$ cat src/rtl/shift_tx.sv
// ---------------------------------------------------------------------------
// shift_tx
// Parallel-in / serial-out frame transmitter. A word captured on a start
// request in IDLE is sent LSB first, one bit per clock. It is optionally
// followed by an even-parity bit. A one-cycle done pulse marks the end of
// the frame.
//
// Compile-time option:
//   SHIFT_TX_PARITY_EN  when defined, a PARITY state appends the XOR of the
//                       captured word after the last data bit. When it is
//                       undefined, neither the state nor the parity logic
//                       exists.
//
// Parameters:
//   WIDTH       data bits per frame (2..32), default 8
//
// Ports:
//   clk         single clock, all state changes on the rising edge
//   reset       synchronous, active-high; overrides start and hold
//   data_in     [WIDTH-1:0] parallel word, sampled only at the capture edge
//   start       request to transmit data_in (honoured only in IDLE)
//   hold        freezes an ongoing frame (SHIFT/PARITY) while high
//   serial_out  registered serial line, idles at 1
//   busy        high while data/parity bits are on the line
//   done        one-cycle pulse after the last bit of a frame
// ---------------------------------------------------------------------------
module shift_tx #(
  parameter int WIDTH = 8
) (
  input  logic             clk,
  input  logic             reset,
  input  logic [WIDTH-1:0] data_in,
  input  logic             start,
  input  logic             hold,
  output logic             serial_out,
  output logic             busy,
  output logic             done
);

  // One extra counter bit, so the counter can represent WIDTH without
  // wrapping for any legal WIDTH.
  localparam int              CNT_W    = $clog2(WIDTH) + 1;
  localparam logic [CNT_W-1:0] LAST_BIT = CNT_W'(WIDTH - 1);

`ifdef SHIFT_TX_PARITY_EN
  typedef enum logic [1:0] {
    IDLE   = 2'd0,
    SHIFT  = 2'd1,
    PARITY = 2'd2,
    DONE   = 2'd3
  } state_t;
`else
  typedef enum logic [1:0] {
    IDLE   = 2'd0,
    SHIFT  = 2'd1,
    DONE   = 2'd3
  } state_t;
`endif

  state_t           state_q, state_d;
  logic [CNT_W-1:0] cnt_q, cnt_d;
  // The bit currently on the line sits in serial_q. The shift register holds
  // only the bits still to come, so the register is WIDTH-1 bits wide.
  logic [WIDTH-2:0] shreg_q, shreg_d;
  logic             serial_q, serial_d;
  logic             busy_q, busy_d;
  logic             done_q, done_d;
`ifdef SHIFT_TX_PARITY_EN
  // Parity is computed once from the captured word, so later changes to
  // data_in cannot disturb it.
  logic             parity_q, parity_d;
`endif

  // -------------------------------------------------------------------------
  // Next-state and next-output logic
  // -------------------------------------------------------------------------
  always_comb begin
    state_d  = state_q;
    cnt_d    = cnt_q;
    shreg_d  = shreg_q;
    serial_d = serial_q;
    busy_d   = busy_q;
    done_d   = 1'b0;
`ifdef SHIFT_TX_PARITY_EN
    parity_d = parity_q;
`endif

    unique case (state_q)
      IDLE: begin
        serial_d = 1'b1;
        busy_d   = 1'b0;
        if (start) begin
          // Bit 0 goes straight to the line register, so it is visible in
          // the cycle right after the capture edge.
          state_d  = SHIFT;
          cnt_d    = '0;
          shreg_d  = data_in[WIDTH-1:1];
          serial_d = data_in[0];
          busy_d   = 1'b1;
`ifdef SHIFT_TX_PARITY_EN
          parity_d = ^data_in;
`endif
        end
      end

      SHIFT: begin
        if (!hold) begin
          if (cnt_q == LAST_BIT) begin
`ifdef SHIFT_TX_PARITY_EN
            state_d  = PARITY;
            serial_d = parity_q;
            busy_d   = 1'b1;
`else
            state_d  = DONE;
            serial_d = 1'b1;
            busy_d   = 1'b0;
            done_d   = 1'b1;
`endif
          end else begin
            cnt_d    = cnt_q + CNT_W'(1);
            serial_d = shreg_q[0];
            shreg_d  = shreg_q >> 1;
          end
        end
      end

`ifdef SHIFT_TX_PARITY_EN
      PARITY: begin
        if (!hold) begin
          state_d  = DONE;
          serial_d = 1'b1;
          busy_d   = 1'b0;
          done_d   = 1'b1;
        end
      end
`endif

      DONE: begin
        // start and hold are ignored here. Back-to-back frames always pass
        // through IDLE.
        state_d  = IDLE;
        serial_d = 1'b1;
        busy_d   = 1'b0;
      end

      default: begin
        state_d  = IDLE;
        serial_d = 1'b1;
        busy_d   = 1'b0;
      end
    endcase
  end

  // -------------------------------------------------------------------------
  // State and output registers
  // -------------------------------------------------------------------------
  always_ff @(posedge clk) begin
    if (reset) begin
      state_q  <= IDLE;
      cnt_q    <= '0;
      shreg_q  <= '0;
      serial_q <= 1'b1;
      busy_q   <= 1'b0;
      done_q   <= 1'b0;
`ifdef SHIFT_TX_PARITY_EN
      parity_q <= 1'b0;
`endif
    end else begin
      state_q  <= state_d;
      cnt_q    <= cnt_d;
      shreg_q  <= shreg_d;
      serial_q <= serial_d;
      busy_q   <= busy_d;
      done_q   <= done_d;
`ifdef SHIFT_TX_PARITY_EN
      parity_q <= parity_d;
`endif
    end
  end

  assign serial_out = serial_q;
  assign busy       = busy_q;
  assign done       = done_q;

endmodule
$ cat config.mk
export PLATFORM = sky130hd
export DESIGN_NAME = shift_tx
export DESIGN_NICKNAME = d
export VERILOG_FILES = /design/src/rtl/shift_tx.sv
export SDC_FILE = /design/constraint.sdc
export NUM_CORES = 1
export LEC_CHECK = 0
export ABC_CLOCK_PERIOD_IN_PS = 2000
export BUFFER_PORTS_ARGS = -buffer_cell sky130_fd_sc_hd__buf_2
export CAP_MARGIN = 5
export CORE_ASPECT_RATIO = 0.8
export CORE_MARGIN = 1
export CORE_UTILIZATION = 40
export CTS_CLUSTER_DIAMETER = 30
export DETAILED_ROUTE_END_ITERATION = 7
export GPL_ROUTABILITY_DRIVEN = 0
export GPL_TIMING_DRIVEN = 0
export HOLD_SLACK_MARGIN = 0.12
export PLACE_DENSITY = 0.71
export SLEW_MARGIN = 20
export SYNTH_ARGS = -nofsm -noshare
export SYNTH_HDL_FRONTEND = slang
export SYNTH_SLANG_ARGS = --single-unit
$ cat constraint.sdc
create_clock -name clk -period 2 [get_ports clk]
set_input_delay 0.5 -clock clk [delete_from_list [all_inputs] [get_ports clk]]
set_output_delay 0.5 -clock clk [all_outputs]
set_load 0.03 [all_outputs]
==> reports/qor.csv <==
stage,metric,value,unit
logic_synthesis,ys_ff_latch,16,
worst_setup_path,path_depth,7,
placed_design,dp_slack,0.3421,ns
placed_design,port_buffers,13,
logic_synthesis,netlist_area,754.5,um^2
global_route,grt_pass1_wl,2235,um
worst_setup_path,crit_chain,"ha_1, nand4b_1, o211a_1, buf_6, buf_6, nor2_1, a311oi_2",
worst_setup_path,worstPathArrival,1.75,ns
job,max_cap_violations,0,
sta,setup_violations,0,
floorplan,die_h,40.85,um
power_and_ir_drop,power.leakage,0.3674,nW
logic_synthesis,yosysUniqueCellTypes,29,
clock_network,path_clk_slew,0.09,ns
logic_synthesis,synth_edf_count,0,
worst_setup_path,crit_family,compound AO/OA/AOI/OAI gates,
power_and_ir_drop,vdd_drop_max,0.0003316,V
routing,num_vias,647,
outcome,outcome,"finished, final reports clean",
clock_network,cts.repair.resized,0,
global_route,grt_pass1_vias,496,
worst_setup_path,crit_path_top_delay_cell,dfxtp_1,
routing,drtAntennaViolNets,0,
sta,fin_ws,0.4687,ns
routing,first_pass_iters,4,
worst_setup_path,critical_path_class,flip-flop to flip-flop,
sta,rsz0062_at_grt,false,
logic_synthesis,synth_cells,85,
logic_synthesis,yosysTopAreaCellShare,42.45,%
routing,routed_wl,1458,um
final_layout,n_antenna_cell,0,
final_layout,seq_area,320.3,um^2
worst_setup_path,crit_buf_inv,2,
sta,hold_violations,0,
logic_synthesis,yosysMostFrequentCell,nand2_1,
routing,wire_per_inst,11.76,um
worst_setup_path,ff2ff_path_depth,7,
logic_synthesis,yosysWarningCount,0,
routing,vias_per_cell,5.218,
clock_network,cts_tree,done,
final_layout,area_growth,17.08,%
floorplan,io_pins,15,
final_layout,fin_nets,116,
worst_setup_path,worst_path_largest_cell_delay,0.35,ns
global_route,grt_max_degree,11,
clock_network,ctsHoldBuffers,0,
global_route,grt_overflow,0,
logic_synthesis,yosys-top-cells-count,"20 x nand2_1, 16 x dfxtp_1, 9 x nor2_1, 6 x a311oi_2, 3 x a21oi_1",
floorplan,coreArea,1692,um^2
clock_network,post_cts_buffers,0,
final_layout,layout-drive-gt1-share,26.47,%
logic_synthesis,ys.flop_type,dfxtp_1,
sta,whs,0.4320,ns
floorplan,die_w,50.56,um
sta,min_period,1.531,ns
logic_synthesis,seq_area_frac_synth,42.45,%
final_layout,fill_cells,166,
worst_hold_path,hold_path.class,input port to flip-flop,
sta,finalClockSkew,0.001787,ns
logic_synthesis,ys_async_sr_fraction,0,%
routing,drt_iter0_drc,15,
worst_setup_path,path_common_cell,buf_6,
final_layout,multi_input_area,391.6,um^2
sta,fmax,653.0,MHz
clock_network,insertion_delay,0.30,ns
logic_synthesis,syn_area_per_cell,8.876,um^2
clock_network,cts_num_sinks,16,
clock_network,clock_tree.buffer_depth,2,
worst_setup_path,start_kind,flip-flop,
routing,post-route-drc-count,0,
floorplan,die_area,2065,um^2
worst_hold_path,worst_hold_path.num_cells,3,
logic_synthesis,synth_largest_area_cell,dfxtp_1,
worst_setup_path,regToRegSetupSlack,0.47,ns
sta,final-max-slew-violation-count,0,
floorplan,rows,13,
clock_network,root_buffer,clkbuf_4,
logic_synthesis,syn-num-nets,98,
worst_setup_path,cp_data_required_time,2.22,ns
clock_network,cts_made_buffers,3,
worst_setup_path,crit_fanout,10,
floorplan,start_util,44.60,%
worst_setup_path,setup.worst_path.end_class,flip-flop,
sta,timing.setup.tns,0,ns
power_and_ir_drop,pwr_density_cell,775.7,nW/um^2
global_route,antenna_found_initial,0,
clock_network,cts_max_level,1,
sta,finalCritPeriodShare,76.57,%
placed_design,dp_hpwl,1038,um
logic_synthesis,synth_area_leaders,"dfxtp_1 42%, a311oi_2 12%, nand2_1 10%",
sta,worstMarginPinSlew,0.7722,ns
global_route,grt_usage,16.11,%
sta,slew_headroom,48.41,%
-- cell usage in the layout, fill, tap and decap left out, drive strengths merged, types with 2 or more instances in the layout --
cell,n
dfxtp,16
inv,2
a21oi,3
nand2,20
a311oi,6
nor3,2
clkbuf,6
or3,2
mux2i,2
nor4,2
nor2,9
buf,16
nor2b,2
-- report_power, final --
part           switching (mW)  internal, mW
Combinational          0.0633        0.0504
Sequential             0.0124         0.338
Clock                   0.110         0.111
-- metrics by stage --
step	area [um^2]	util (%)	power, mW	cells
floorplan	754.5	-	0.4416	85
global placement	847.1	50.07	0.4686	120
detailed placement	847.1	50.07	0.4715	120
CTS	883.3	52.22	0.6899	124
global route	883.3	52.22	0.7148	124
finish	883.3	52.22	0.6852	124
-- worst paths after layout --
path,start,to
setup / recovery,cnt_q[0],shreg_q[0]
hold / removal,data_in[7],shreg_q[6]
setup reg to reg,cnt_q[0],shreg_q[0]
hold reg to reg,shreg_q[6],shreg_q[6]
-- state kept, by name (all words and copies together), names as in the netlist --
name and cells:
cnt_q 4, state_q 2, shreg_q 7, busy 1, serial_out 1, done 1
-- logic make-up (layout without fill, tap and decap cells) --
family | count (synthesis) | after routing | synth area share (%)
simple gates | 44 | 44 | 27.20
flops | 16 | 16 | 42.45
compound gates | 14 | 14 | 19.24
buf+inv | 7 | 24 | 5.637
mux | 2 | 2 | 2.654
fa+ha+maj | 1 | 1 | 1.658
xor+xnor | 1 | 1 | 1.161
-- final cells by class --
type                            count  share of cell area (%)
Multi-Input combinational cell     62                   44.33
Sequential cell                    16                   36.26
Timing Repair Buffer               13                   7.365
Clock buffer                        4                   4.108
Buffer                              5                   3.966
Tap cell                           22                   3.116
Inverter                            2                  0.8499
-- routing by layer --
layer / wire length, um / up-vias / GRT usage [%]
met5: 0 / - / 0
met4: 40 / 0 / 12.50
met3: 61 / 5 / 5.556
met2: 616 / 11 / 24.67
met1: 740 / 300 / 19.16
li1: - / 331 / -
-- worst reg2reg max path: cells and delay by family (launching register included) --
family	cells	cell delay [ns]
compound gates	2	0.40
flops	1	0.35
buf+inv	2	0.28
fa+ha+maj	1	0.23
simple gates	2	0.20
Power figures use the tool's default switching activity.
